$ cat src/rtl/imem_arbiter_pkg.sv
// Shared types and constants for the instruction-memory arbiter.
package imem_arbiter_pkg;

   localparam int unsigned ImemAddrWidth = 14;
   localparam int unsigned ImemDataWidth = 32;

   typedef enum logic [1:0] {
      StRun     = 2'd0,
      StDrain   = 2'd1,
      StLoad    = 2'd2,
      StRestart = 2'd3
   } imem_state_e;

endpackage

$ cat src/rtl/imem_load_counter.sv
// Saturating, clearable session word counter with sequential-address compare.
module imem_load_counter #(
   parameter int unsigned AddrWidth = 14
) (
   input  logic                 clk_i,
   input  logic                 rst_ni,
   input  logic                 clr_i,
   input  logic                 inc_i,
   input  logic [AddrWidth-1:0] addr_i,
   output logic [AddrWidth:0]   count_o,
   output logic                 full_o,
   output logic                 seq_o
);

   localparam logic [AddrWidth:0] FullCount = {1'b1, {AddrWidth{1'b0}}};

   logic [AddrWidth:0] count_d, count_q;

   always_comb begin
      count_d = count_q;
      if (clr_i) begin
         count_d = '0;
      end else if (inc_i && !full_o) begin
         count_d = count_q + 1'b1;
      end
   end

   always_ff @(posedge clk_i) begin
      if (!rst_ni) begin
         count_q <= '0;
      end else begin
         count_q <= count_d;
      end
   end

   assign count_o = count_q;
   assign full_o  = (count_q == FullCount);
   assign seq_o   = (addr_i == count_q[AddrWidth-1:0]);

endmodule

$ cat src/rtl/imem_arbiter.sv
// Shares the single-port instruction memory between fetch and the UART program loader.
module imem_arbiter
   import imem_arbiter_pkg::*;
#(
   parameter int unsigned ADDR_WIDTH = ImemAddrWidth,
   parameter int unsigned DATA_WIDTH = ImemDataWidth
) (
   input  logic                  clock,
   input  logic                  reset,
   input  logic                  fetch_req,
   input  logic [ADDR_WIDTH-1:0] fetch_addr,
   output logic                  fetch_gnt,
   output logic                  fetch_rvalid,
   output logic [DATA_WIDTH-1:0] fetch_rdata,
   input  logic                  load_start,
   input  logic                  load_valid,
   input  logic [ADDR_WIDTH-1:0] load_addr,
   input  logic [DATA_WIDTH-1:0] load_data,
   output logic                  load_ready,
   input  logic                  load_done,
   output logic [ADDR_WIDTH:0]   load_count,
   output logic                  load_err,
   output logic                  cpu_stall,
   output logic                  cpu_restart,
   output logic                  mem_en,
   output logic                  mem_we,
   output logic [ADDR_WIDTH-1:0] mem_addr,
   output logic [DATA_WIDTH-1:0] mem_wdata,
   input  logic [DATA_WIDTH-1:0] mem_rdata
);

   imem_state_e state_d, state_q;
   logic        rvalid_d, rvalid_q;
   logic        err_d, err_q;
   logic        cnt_clr, cnt_inc, cnt_full, cnt_seq;

   imem_load_counter #(
      .AddrWidth(ADDR_WIDTH)
   ) u_load_counter (
      .clk_i  (clock),
      .rst_ni (reset),
      .clr_i  (cnt_clr),
      .inc_i  (cnt_inc),
      .addr_i (load_addr),
      .count_o(load_count),
      .full_o (cnt_full),
      .seq_o  (cnt_seq)
   );

   always_comb begin
      state_d     = state_q;
      err_d       = err_q;
      fetch_gnt   = 1'b0;
      load_ready  = 1'b0;
      cpu_stall   = 1'b0;
      cpu_restart = 1'b0;
      mem_en      = 1'b0;
      mem_we      = 1'b0;
      mem_addr    = '0;
      mem_wdata   = '0;
      cnt_clr     = 1'b0;
      cnt_inc     = 1'b0;
      unique case (state_q)
         StRun: begin
            // A session request wins over fetch in the same cycle.
            if (load_start) begin
               cpu_stall = 1'b1;
               cnt_clr   = 1'b1;
               err_d     = 1'b0;
               state_d   = StDrain;
            end else if (fetch_req) begin
               fetch_gnt = 1'b1;
               mem_en    = 1'b1;
               mem_addr  = fetch_addr;
            end
         end
         StDrain: begin
            cpu_stall = 1'b1;
            state_d   = StLoad;
         end
         StLoad: begin
            cpu_stall  = 1'b1;
            load_ready = !load_done && !cnt_full;
            if (load_done) begin
               if (load_count == '0) begin
                  err_d = 1'b1;
               end
               state_d = StRestart;
            end else if (load_valid && load_ready) begin
               // Out-of-order words are consumed but dropped.
               if (cnt_seq) begin
                  mem_en    = 1'b1;
                  mem_we    = 1'b1;
                  mem_addr  = load_addr;
                  mem_wdata = load_data;
                  cnt_inc   = 1'b1;
               end else begin
                  err_d = 1'b1;
               end
            end
         end
         StRestart: begin
            cpu_stall   = 1'b1;
            cpu_restart = 1'b1;
            state_d     = StRun;
         end
         default: state_d = StRun;
      endcase
      rvalid_d = fetch_gnt;
   end

   always_ff @(posedge clock) begin
      if (!reset) begin
         state_q  <= StRun;
         rvalid_q <= 1'b0;
         err_q    <= 1'b0;
      end else begin
         state_q  <= state_d;
         rvalid_q <= rvalid_d;
         err_q    <= err_d;
      end
   end

   assign fetch_rvalid = rvalid_q;
   assign fetch_rdata  = mem_rdata;
   assign load_err     = err_q;

endmodule

$ cat config.mk
export PLATFORM = sky130hd
export DESIGN_NAME = imem_arbiter
export DESIGN_NICKNAME = d
export VERILOG_FILES = /design/src/rtl/imem_arbiter_pkg.sv /design/src/rtl/imem_load_counter.sv /design/src/rtl/imem_arbiter.sv
export SDC_FILE = /design/constraint.sdc
export NUM_CORES = 1
export LEC_CHECK = 0
export ABC_AREA = 1
export BUFFER_PORTS_ARGS = -buffer_cell sky130_fd_sc_hd__buf_2
export CAP_MARGIN = 25
export CELL_PAD_IN_SITES_DETAIL_PLACEMENT = 1
export CELL_PAD_IN_SITES_GLOBAL_PLACEMENT = 2
export CORE_ASPECT_RATIO = 1.2
export CORE_MARGIN = 2
export CORE_UTILIZATION = 17
export DETAILED_ROUTE_END_ITERATION = 16
export GPL_ROUTABILITY_DRIVEN = 0
export GPL_TIMING_DRIVEN = 0
export PLACE_DENSITY_LB_ADDON = 0.15
export SLEW_MARGIN = 0
export SYNTH_ARGS = -nofsm -noshare
export SYNTH_HDL_FRONTEND = slang
export SYNTH_SLANG_ARGS = --single-unit
$ cat constraint.sdc
create_clock -name clock -period 2.06 [get_ports clock]
set_input_delay 0.103 -clock clock [delete_from_list [all_inputs] [get_ports clock]]
set_output_delay 0.103 -clock clock [all_outputs]
set_load 0.05 [all_outputs]
# == Word level (Yosys, flattened, before mapping) ==
# Index checks and enable logic that the tools add are counted.
# totals
regBits,19
in_bits,98
output_inout_bits,101
wordCells,60
# op_classes
addsub,1
n_eq_ne,10
mux,32
bitwise_logic,1
reduce_logical,12
# op_table
cell,n
$mux W32,4
$mux W14,5
$pmux W14 S2,1
$mux W1,16
$add A15 B1 Y15 const B,1
$eq A15 B15 Y1 const B,1
$logic_not A15 Y1,1
$eq A14 B14 Y1,1
$ne A3 B3 Y1 const B,3
$pmux W2 S4,1
$pmux W1 S2,3
$reduce_and A5 Y1,1
$eq A2 B2 Y1 const B,2
$mux W2,2
$ne A2 B2 Y1 const B,2
$logic_and A1 B1 Y1,3
$reduce_or A3 Y1,1
$eq A2 B1 Y1 const B,1
$logic_not A1 Y1,2
$logic_not A2 Y1,1
$reduce_and A2 Y1,1
$reduce_bool A2 Y1,1
$reduce_or A2 Y1,1
$not A1 Y1,1

# == Longest topological paths before layout ==
# Gate-level depths: netlist of the first run.
# depth
ltp_word,8
depth_mapped,13
mapped_depth_nobuf,12

# == Modules after synthesis ==
# Synthesis of the first run repeated with hierarchy kept, for this count alone.
# unflattened
hier_cells,370
hier_area_um2,2222.1
# modules_own_cells
mod,n_inst,cells_per_inst,area_each_um2,seq_area_each_um2
imem_load_counter,1,202,1255.0,300.3
imem_arbiter,1,168,967.2,80.1

# == Least setup slack after synthesis of the first run ==
# OpenSTA, ideal clock, no wires.
# synth_path
path_type,reg2out
from,"register u_load_counter.count_q[1], in the netlist u_load_counter.count_o[1]"
to,output mem_addr[3]
arrival_time_ps,2719
required_ps,1957
slack_ps,-762
path_stages_with_launch,10
n_path_buf,0
path_cell_list,dfxtp_1 > inv_1 > ha_1 > nand3_1 > nor2_1 > nand2_1 > nand2_1 > nor2_4 > nand2_4 > o21ai_0
# synth_via
elab_chain_cells,7
word_cells_on_any_way,9
cone_classes,eq/ne (2); mux (4); reduce/logical (3)
# synth_rtl
item,line_no,source
from (decl),imem_load_counter.sv:17,"logic [AddrWidth:0] count_d, count_q;"
from (signal assigned),imem_load_counter.sv:32,count_q <= count_d;
$eq A15 B15 Y1,imem_load_counter.sv:37,assign full_o = (count_q == FullCount);
$logic_not A1 Y1,imem_arbiter.sv:83,load_ready = !load_done && !cnt_full;
$logic_and A1 B1 Y1,imem_arbiter.sv:83,
$logic_and A1 B1 Y1,imem_arbiter.sv:89,end else if (load_valid && load_ready) begin
$mux W14 *,imem_arbiter.sv:89,
$mux W14 *,imem_arbiter.sv:84,if (load_done) begin
$pmux W14 S2 *,imem_arbiter.sv:63,unique case (state_q)
to (decl),imem_arbiter.sv:27,"output logic [ADDR_WIDTH-1:0] mem_addr,"
# Every way passes the cells marked *; elsewhere a longest branch is shown, timed or not.

# == Final worst setup path of the first run ==
# layout_path
from,"register u_load_counter.count_q[11], in the netlist u_load_counter.count_o[11]"
to,output mem_addr[5]
# Same word-level chain as after synthesis.

==> results.txt, run 1 <==
The post-layout worst setup margin came out at 0.0139 ns. Cell internal power was estimated by the tool at just over 1 mW. The final design utilization came out at roughly 34%. The mapped netlist covers 0.00239 sq mm. The count of cell types in the netlist came out at 25.

Across the run, the number of max-cap violations was 0. The number of buffers created by CTS is 3. The worst path uses slightly below 100% of the clock period.

The area of the core is 0.0138 sq mm. The total instance count after detailed placement is between 700 and 800. Subtracting the final worst setup slack from the clock period gives around 2.0 ns. The register share of total power is approximately 20%.

The power per cell area is approximately 430 mW/mm^2. The final-report setup violation count came out at 0. The iteration count of the initial detailed-routing pass is 4. The clock latency on the worst-skew pair is 0.26 ns. The die covers approximately 0.015 sq mm. CTS built an H-tree with a depth of 1. STA classifies the critical path startpoint as a register. The net switching fraction of the power is just under 50%.

Dividing the detail-routed via count by the number of cells gives 4.22. The leakage component of the power came out at 2.24 nW. The largest net degree at the start of global routing is 11. The CTS tree is yes. The sequential cell area in the final layout is about 430 sq um. The run finished with clean final reports. The global-route usage over all layers is between 10% and 20%.

The relative area change from synthesis to final layout is 92.9%. The post-synthesis net count came out at between 500 and 600. After filler insertion, the fill cell instance count of the layout stands at ~1800. The number of global-route vias before repair is ~3500. The topmost layer with routed signal wires is met4.

In this run the critical register-to-register path is launched from u_load_counter.count_o[0]. Prior to clock tree synthesis, the placed netlist has a worst setup slack of -0.519 ns. In this run the most critical hold path is launched from reset.

After routing, the total negative slack on setup checks comes to 0 ns. The wire length on met3 is between 700 and 800 microns. At the pin with the least slew margin, the transition time is about 0.55 ns. Summed over all nets, the switching power comes to roughly 0.96 mW.

The library cells used most frequently in the layout, excluding fill and tap cells, are sky130_fd_sc_hd__nand2_1 (147), sky130_fd_sc_hd__buf_2 (120), sky130_fd_sc_hd__buf_4 (86). In this run the worst setup path begins at u_load_counter.count_o[11]. The length of routed wiring on met1 came out at ~4.5 mm. The floorplan step set the die width to roughly 110 microns.

The effective utilization at floorplan is 17.4%. Summed over all nets, the half-perimeter wirelength after detailed placement is 8.85 mm. In this run the register-to-register setup slack is approximately 0.14 ns. In this run the worst hold path is classified as input pin to register. The worst setup path is captured at an output port.

The share of the yosys chip area belonging to registers is 15.9%. The total of buffers placed on input and output ports is approximately 170. The synthesis warning total is 0. The flip-flop and latch count after synthesis is 19.

Setup repair after global routing could not meet its margin everywhere. The library cell used most frequently in the layout, excluding fill and tap cells, is sky130_fd_sc_hd__nand2_1. Summing all non-filler instances in the final layout gives an area of approximately 0.0046 sq mm. The DRC violations left is 0.

Combinational logic burns between 50 and 60% of the power. From bottom edge to top edge, the die measures ~130 microns. The worst setup path is of the register to output port kind.

The proportion of layout cells with a drive suffix above 1 came out at roughly three fifths. The filler-free cell count of the finished design is ~820. The required time at the worst-slack endpoint came out at ~2.0 ns.

The initial antenna violation count came to 0. The maximum ir drop on the vdd rail came out at 0.216 mV. The aggregate global routing overflow is 0. Counting every sink on the clock net gives 19. On the final layout, the worst clock skew is approximately 0.0027 ns. Summing all multi-input logic gate instances after layout gives between 0.0015 and 0.002 sq mm.

The total wire length after detailed routing came out at ~11 mm. The placed cell area came out at 0.00363 sq mm. CTS placed an instance of sky130_fd_sc_hd__clkbuf_16 at the clock tree root. Across all layers, the routed design uses approximately 3500 vias. The average size of a mapped cell is approximately 5.5 sq um. The longest clock path from root to sink contains 2 buffers. The biggest fanout along the worst timing path is 8. The number of endpoints with negative hold slack in the final report is 0. Detailed routing placed a total of 6.15 mm of wire on met2. Based on the critical path, the design can be clocked at up to approximately 490 MHz. After floorplanning, the core was divided into between 40 and 50 placement rows. The instance count of the mapped netlist is approximately 440. The total I/O pin count is just under 200. The count of final max-slew check failures is 0. The global-route wire length before repair is roughly 17 mm.

The tightest slew margin relative to the limit is between 60% and 70%. The routed length per placed instance is approximately 14 microns. The number of antenna cells inserted came out at 0. The count of nets left with antenna violations once routing finished came out at 0. The number of nets in the finished design came out at around 750. The share of power burned in the clock network is between 20% and 30%. The number of DRC markers after the initial detailed-route iteration is 60. The arrival time reported for the critical path endpoint is between 1.5 and 2 ns. The clock-pin slew on the worst setup and hold paths is approximately 0.060 ns.
[registers in the layout, indices dropped and copies added, names as in the netlist]
name                    flops
fetch_rvalid                1
load_err                    1
state_q                     2
u_load_counter.count_o     15
[per-layer routing]
metal,global-route usage [%],up-vias
met2,27.4,125
li1,-,1735
met4,2.30,0
met5,0,-
met1,16.2,1586
met3,3.30,6
[through the flow]
stage	hold WS (ns)	power [mW]
4_1_cts	0.107	1.97
3_5_place_dp	0.385	1.42
2_1_floorplan	0.241	1.15
5_1_grt	0.153	2.13
6_report	0.116	1.99
3_3_place_gp	0.381	1.41
[final timing paths]
check	endpoint	depth (start not counted)
setup reg to reg	u_load_counter.count_o[8]	10
hold reg to reg	load_err	2
setup / recovery	mem_addr[5]	11
hold / removal	state_q[1]	3
[timing repair]
action | 4_1_cts | 5_1_grt
setup buffers | 25 | 17
pin swaps | 9 | 22
hold buffers | 0 | 0
cloned | 2 | 0
setup endpoints to repair | 50 | 50
resized for setup | 131 | 49
[critical path, cell delays in order, from the launching register on]
cell	delay (ns)
sky130_fd_sc_hd__dfxtp_4	0.41
sky130_fd_sc_hd__inv_2	0.06
sky130_fd_sc_hd__nand2_2	0.06
sky130_fd_sc_hd__nand2_2	0.06
sky130_fd_sc_hd__nor2_4	0.12
sky130_fd_sc_hd__nand3_4	0.11
sky130_fd_sc_hd__nor2_8	0.19
sky130_fd_sc_hd__buf_6	0.14
sky130_fd_sc_hd__nand3_4	0.08
sky130_fd_sc_hd__buf_12	0.15
sky130_fd_sc_hd__o21ai_4	0.13
sky130_fd_sc_hd__buf_6	0.17
[power groups by stage]
| stage | logic (mW) | registers [mW] | clock network, mW |
|---|---|---|---|
| after CTS | 1.13 | 0.394 | 0.447 |
| after global routing | 1.27 | 0.392 | 0.467 |
| after floorplan | 0.710 | 0.437 | 0 |
| after global placement | 0.996 | 0.411 | 0 |
| final | 1.17 | 0.390 | 0.432 |
| after detailed placement | 1.01 | 0.412 | 0 |
[layout make-up]
type | instances | area share (%)
Inverter | 43 | 4.04
Tap cell | 171 | 4.63
Buffer | 48 | 9.45
Clock buffer | 4 | 1.71
Timing Repair Buffer | 210 | 31.0
Sequential cell | 19 | 9.37
Multi-Input combinational cell | 323 | 39.8
[cell families (layout without fill, tap and decap cells)]
family,Yosys count,in the layout,synth area share [%]
simple gates,273,273,49.1
compound gates,36,36,7.73
xor+xnor,9,9,3.29
buf+inv,94,305,21.4
fa+ha+maj,5,5,2.61
flops,19,19,15.9
[synthesized netlist by cell type]
cell type,count,share of area [%]
sky130_fd_sc_hd__nand2_1,168,26
sky130_fd_sc_hd__nor2_1,63,9.9
sky130_fd_sc_hd__buf_4,32,10
sky130_fd_sc_hd__inv_1,30,4.7
sky130_fd_sc_hd__dfxtp_1,19,16
sky130_fd_sc_hd__nand4_1,18,4.7
sky130_fd_sc_hd__a21oi_1,17,3.6
sky130_fd_sc_hd__inv_2,13,2.0
sky130_fd_sc_hd__o21ai_1,10,2.1
sky130_fd_sc_hd__nand3_1,9,1.9
sky130_fd_sc_hd__buf_2,8,1.7
sky130_fd_sc_hd__clkbuf_1,7,1.1
sky130_fd_sc_hd__o21ai_0,7,1.5
sky130_fd_sc_hd__xor2_1,7,2.6
sky130_fd_sc_hd__ha_1,5,2.6
sky130_fd_sc_hd__nand2_2,5,1.3
sky130_fd_sc_hd__buf_6,4,1.9
sky130_fd_sc_hd__nor2_2,3,0.78
sky130_fd_sc_hd__nor2_4,3,1.4
sky130_fd_sc_hd__nand3_4,2,1.5
sky130_fd_sc_hd__xnor2_1,2,0.73
sky130_fd_sc_hd__a221oi_1,1,0.37
sky130_fd_sc_hd__a31oi_1,1,0.26
sky130_fd_sc_hd__nand2_4,1,0.47
sky130_fd_sc_hd__nor2_8,1,0.84
No activity file was read; power rests on OpenSTA's default activity.
==> inputs of run 2 (changes only) <==
Settings changed: RECOVER_POWER from default to 50.
==> results.txt, run 2 (synthesis gave the netlist of run 1 again) <==
In this run the clock root is driven by a sky130_fd_sc_hd__clkbuf_16. The first global-routing pass estimated around 17 mm of wire. The number of buffers created by CTS is 3.

In this run the number of H-tree levels came out at 1. The arrival time reported for the critical path endpoint is about 1.9 ns. The net switching power figure is roughly 0.96 mW. Counting instances, the worst hold path has a depth of 3.

The internal portion of the total power is 1.02 mW. The number of clock sinks is 19. The fraction of met1 tracks used by global routing came out at roughly 16%. After global routing the overflow that remains totals 0. The floorplan has 47 rows. The net switching fraction of the power came out at between 40% and 50%.

The antenna violation net count after detailed routing is 0. The maximum root-to-sink buffer count came out at 2. The worst setup path is of the register to output port kind.

The slew at the pin with the worst max-slew slack came out at between 0.6 and 0.7 ns. The clock latency on the worst-skew pair came out at between 0.2 and 0.3 ns. The number of flip-flops in the largest register came out at 15. The total wire length after detailed routing is around 11 mm. The largest net degree at the start of global routing came out at 11. The number of vias after detailed routing came out at 3448. Across the run, the number of max-cap violations was 0. The repair_antennas step left the layout with diodes totalling 0. The total area of multi-input combinational cells is between 0.0015 and 0.002 sq mm. In this run the worst hold path is classified as input pin to register. a little under 200 I/O pins were placed. Global routing used around 3.3% of the available met3 tracks. The total of buffers placed on input and output ports is ~170.

met2 is the most crowded layer. The effective utilization at floorplan came out at approximately 17%. The leakage component of the power came out at about 2.1 nW.

The half-perimeter wire length after placement came out at 8.85 mm. The routing usage on met2 is 27.4%. The combinational power share is between 50% and 60%. The global-route usage over all layers is 14.3%.

In this run the worst path has a maximum fanout of 8. Per report_power, the clock group accounts for 21.8% of the total. Clock skew on the completed layout was measured at about 0.0026 ns. After the first detailed-routing iteration, the DRC count stood at 57.

The initial antenna violation count came out at 0. Setup repair after global routing could not meet its margin everywhere. The required time at the worst-slack endpoint came out at 1.96 ns. The clock-pin slew on the worst setup and hold paths came out at 0.06 ns. The achievable frequency came out at roughly 490 MHz. The number of global-route vias before repair came out at around 3500.

The register-to-register path setup slack is about 0.14 ns. The filler-free cell count of the finished design came out at 818. The fill cell total of the finished layout came out at 1800. The sum of negative setup slack is 0 ns.

The number of nets in the finished design came out at 751. The via density per instance came out at 4.22. The run finished with clean final reports. Counting cells, the worst reg-to-reg path comes to 10. The library cell used most frequently in the layout, excluding fill and tap cells, is sky130_fd_sc_hd__nand2_1. The DRC violations left came out at 0. The final-report setup violation count is 0. The iteration count of the initial detailed-routing pass is 6. Counting I/O delays and the setup requirement, the final critical path takes just over 2 ns. Of the total power, registers draw 19.7%.

The tightest slew margin relative to the limit is about three fifths. STA classifies the critical path startpoint as a register. The die height is about 130 microns. The sequential cell area in the final layout came out at roughly 430 sq um.

STA classifies the critical path endpoint as an output port. The proportion of layout cells with a drive suffix above 1 is 52.7%. The count of final max-slew check failures came out at 0. The horizontal die dimension came out at roughly 110 microns. The number of endpoints with negative hold slack in the final report came out at 0.

In this run the power density over the cells is roughly 430 mW/mm^2. Dividing the detail-routed wire length by the instance count gives 14.1 microns. Leaving out fill and tap cells, the most frequent cells in the layout are sky130_fd_sc_hd__nand2_1 (147), sky130_fd_sc_hd__buf_4 (86), sky130_fd_sc_hd__buf_2 (83).

The maximum ir drop on the vdd rail is around 0.22 mV. The total instance count after detailed placement is 773. Dividing the final minimum period by the clock period gives between 90 and 100%. The relative area change from synthesis to final layout came out at 91.0%. The die footprint is ~0.015 sq mm.

The area of the core is ~0.014 sq mm. TritonCTS built the clock tree.
-- run 2: cell count changes in the layout (fill, tap and decap cells not counted), sizes merged --
cell,previous run,this run
buf,249,212
clkbuf,13,50
-- run 2: worst max-delay path, cell delays in order, from the launching register on --
cell	delay [ns]
sky130_fd_sc_hd__dfxtp_4	0.41
sky130_fd_sc_hd__inv_2	0.06
sky130_fd_sc_hd__nand2_2	0.06
sky130_fd_sc_hd__nand2_2	0.06
sky130_fd_sc_hd__nor2_4	0.12
sky130_fd_sc_hd__nand3_4	0.11
sky130_fd_sc_hd__nor2_8	0.19
sky130_fd_sc_hd__buf_6	0.14
sky130_fd_sc_hd__nand3_4	0.08
sky130_fd_sc_hd__buf_12	0.15
sky130_fd_sc_hd__o21ai_4	0.13
sky130_fd_sc_hd__buf_6	0.17
-- run 2: power by group through the flow --
| stage | Clock, mW | Sequential, mW | Combinational, mW |
|---|---|---|---|
| final | 0.432 | 0.390 | 1.16 |
| after global routing | 0.467 | 0.393 | 1.26 |
| after CTS | 0.447 | 0.394 | 1.13 |
| after detailed placement | 0 | 0.412 | 1.01 |
| after global placement | 0 | 0.411 | 0.996 |
| after floorplan | 0 | 0.437 | 0.710 |
-- run 2: repair_timing --
item                       4_1_cts  5_1_grt
setup endpoints to repair       50       50
buffers inserted                25       17
cloned                           2        0
gates resized for setup        131       49
hold buffers                     0        0
pin swaps                        9       22
-- run 2: final timing paths --
kind	from	end
min reg2reg	load_err	load_err
min	reset	state_q[1]
max reg2reg	u_load_counter.count_o[0]	u_load_counter.count_o[8]
max	u_load_counter.count_o[11]	mem_addr[5]
-- run 2: final cells by class --
class,instances,share of cell area [%]
inverters,43,4.08
clock buffers,4,1.72
flip-flops and latches,19,9.47
well taps,171,4.68
repair buffers,210,30.3
multi-input cells,323,40.2
plain buffers,48,9.55
-- run 2: metrics by stage --
step / cell area (sq um) / util (%) / setup WS [ns] / hold WS [ns] / power (mW)
6_report: 4570 / 33.2 / 0.0149 / 0.116 / 1.98
5_1_grt: 4570 / 33.2 / -0.0802 / 0.153 / 2.12
4_1_cts: 4330 / 31.5 / -0.0246 / 0.107 / 1.97
3_5_place_dp: 3630 / 26.4 / -0.519 / 0.385 / 1.42
3_3_place_gp: 3630 / 26.4 / -0.512 / 0.381 / 1.41
2_1_floorplan: 2580 / - / -0.0763 / 0.241 / 1.15
-- run 2: layer usage --
layer	wire (microns)	part of all wire (%)
met4	76	0.66
met1	4490	39
met5	0	0
met3	792	6.9
met2	6140	53
==> inputs of run 3 (changes only) <==
Settings changed: CORE_MARGIN 2 to default.
==> results.txt, run 3 (synthesis gave the netlist of run 1 again) <==
The initial utilization of the core area, before any placement, comes to 17.4%. STA classifies the critical path endpoint as an output port. The register-to-register path setup slack is 0.16 ns. The number of flip-flops in the largest register is 15. The routed length per placed instance came out at 14.1 microns. On the worst path, the slowest cell contributes a delay of approximately 0.39 ns.

The hold path startpoint is reset. The proportion of layout cells with a drive suffix above 1 came out at between 50% and 60%. The antenna violation net count after detailed routing is 0. Leaving out fill and tap cells, the most frequent cells in the layout are sky130_fd_sc_hd__nand2_1 (152), sky130_fd_sc_hd__buf_2 (83), sky130_fd_sc_hd__buf_4 (65). At the placement stage, the worst setup path has a slack of -0.569 ns. The slew at the pin with the worst max-slew slack is between 0.6 and 0.7 ns. The net switching power figure is ~0.95 mW. Once placement completed, the tool counted placed cells totaling ~770. The number of buffers created by CTS came out at 3. Counting both buffers and inverters, the worst setup path holds a total of 4. Once placement finished, the instance area stood at 0.00363 sq mm. At the later pin of the worst-skew pair, clock insertion delay measures between 0.2 and 0.3 ns. The half-perimeter wire length after placement came out at between 8 and 9 mm. For this run, the number of standard cells in the final layout without fillers is 812.

The total wire length after detailed routing is approximately 11 mm. Grouping stages by cell kind, the critical path spends the most delay in simple AND/OR/NAND/NOR gates. The post-layout worst setup margin is between 0.02 and 0.025 ns.

The cell-internal power is between 1 and 1.5 mW. The number of endpoints with negative hold slack in the final report is 0. The library cell used most frequently in the layout, excluding fill and tap cells, is sky130_fd_sc_hd__nand2_1. The share of power burned in the clock network came out at ~22%. The via density per instance is ~4.3. The number of nets in the finished design came out at approximately 750. Setup repair after global routing could not meet its margin everywhere.

The clock-pin slew on the worst setup and hold paths came out at approximately 0.06 ns. The maximum root-to-sink buffer count came out at 2. The largest net degree at the start of global routing came out at 11. The floorplan step set the die width to approximately 110 microns. The total I/O pin count is approximately 200. The final worst-path cycle share came out at between 90% and 100%. The cell with the largest stage delay on the worst path is sky130_fd_sc_hd__dfxtp_4. The net switching fraction of the power is between 40 and 50%.

The relative area change from synthesis to final layout is 92.9%. The number of global-route vias before repair came out at 3450. The number of clock sinks is 19. The number of max-cap violations came out at 0. At the worst endpoint, the required time is roughly 2.0 ns. The iteration count of the initial detailed-routing pass came out at 4. Derived from the worst setup path, the maximum achievable clock frequency is 491 MHz. The DRC violations left is 0. The final critical-path required period came out at 2.04 ns.

Clock tree synthesis selected as its root buffer the cell sky130_fd_sc_hd__clkbuf_16. In this run the number of H-tree levels came out at 1. The combinational power share is between 50% and 60%.

IR analysis of the VDD net gives a maximum drop of 0.316 mV. The floorplan step defined a die boundary enclosing 0.0146 sq mm. The biggest fanout along the worst timing path is 5. The aggregate global routing overflow came out at 0. Setup violations remaining at the end of the flow were counted as 0. The global-route wire length before repair is around 17 mm. The power per cell area came out at roughly 430 mW/mm^2. The count of final max-slew check failures is 0. The startpoint type of the worst setup path is a register. The die height came out at 132 microns. The detailed router placed 3453 vias in this run.

Input and output buffers added on the ports amount to 166. The final design utilization came out at 33.6%. After routing the design area is approximately 0.0046 sq mm. The count of hold-fix buffers inserted at cts came out at 0. The critical path is of the register to output port type. The floorplan has 47 rows. The flow ran to the end, and the final reports show no timing, DRC or antenna violations. The critical path startpoint is u_load_counter.count_o[9]. The tightest min-delay check is of the input pin to register type. The repair_antennas step left the layout with diodes totalling 0. The signal on the critical path passes through inv_2, nand2_2, nand2_2, nor2_4, nand3_4, nor2_8, buf_12, nand3_4, buf_12, o21ai_4, buf_8. Global routing used about 15% of the available tracks across all layers. TritonCTS built the clock tree. The number of DRC markers after the initial detailed-route iteration is 66. The register share of total power is 19.8%.

The initial antenna violation count was 0. Measured against its own limit, the worst slew margin works out to between 50% and 60%. The leakage component of the power is between 2 and 2.5 nW. The area of the core came out at between 0.01 and 0.015 sq mm. The final worst clock skew is about 0.0020 ns. The startpoint identified for the worst register-to-register timing path is u_load_counter.count_o[0]. The completed layout was analyzed and its total power is slightly below 2 mW.

The arrival time reported for the critical path endpoint came out at 1.93 ns.
run 3: changes by cell type in the layout (fill, tap and decap cells not counted), sizes merged:
cell / delta
clkbuf: -2
buf: -4
run 3: path summary, 6_finish.rpt:
kind,endpoint,depth (start not counted)
hold reg to reg,load_err,2
setup reg to reg,u_load_counter.count_o[14],9
hold / removal,load_err,3
setup / recovery,mem_addr[5],11
run 3: worst register-to-register path: cells and delay by family (launching register included):
kind | cells | cell delay (ns)
and+or+nand+nor | 5 | 0.80
DFF | 1 | 0.38
buffers and inverters | 2 | 0.22
adders and majority gates | 1 | 0.25
AOI/OAI and AO/OA | 1 | 0.17
run 3: through the flow:
stage                     TNS [ns]  hold slack (ns)
after floorplan             -0.538            0.241
after global placement      -14.56            0.385
after detailed placement    -17.34            0.390
after CTS                 -0.00204            0.120
after global routing        -0.638            0.149
final                            0            0.113
run 3: layout make-up:
class                   instances  area, sq um
fillers                      1783         9140
multi-input cells             323         1810
repair buffers                204         1470
plain buffers                  48          437
flip-flops and latches         19          433
well taps                     171          214
inverters                      43          181
clock buffers                   4         78.8
run 3: power by group through the flow:
stage               Sequential [mW]  Combinational, mW  Clock (mW)
finish                        0.390               1.16       0.424
global route                  0.392               1.26       0.455
CTS                           0.394               1.13       0.441
detailed placement            0.414               1.01           0
global placement              0.412              0.998           0
floorplan                     0.437              0.710           0
run 3: routing by layer:
metal | share of wire, % | global-route usage [%] | vias up
met1 | 38 | 17.6 | 1590
met5 | 0 | 0 | -
li1 | - | - | 1727
met2 | 55 | 29.0 | 128
met4 | 0.71 | 2.56 | 0
met3 | 6.3 | 3.21 | 8
run 3: what timing repair did:
action / in CTS / in global routing
resized for setup: 132 / 55
setup endpoints to repair: 50 / 50
buffers inserted: 17 / 18
cloned: 2 / 1
pin swaps: 7 / 19
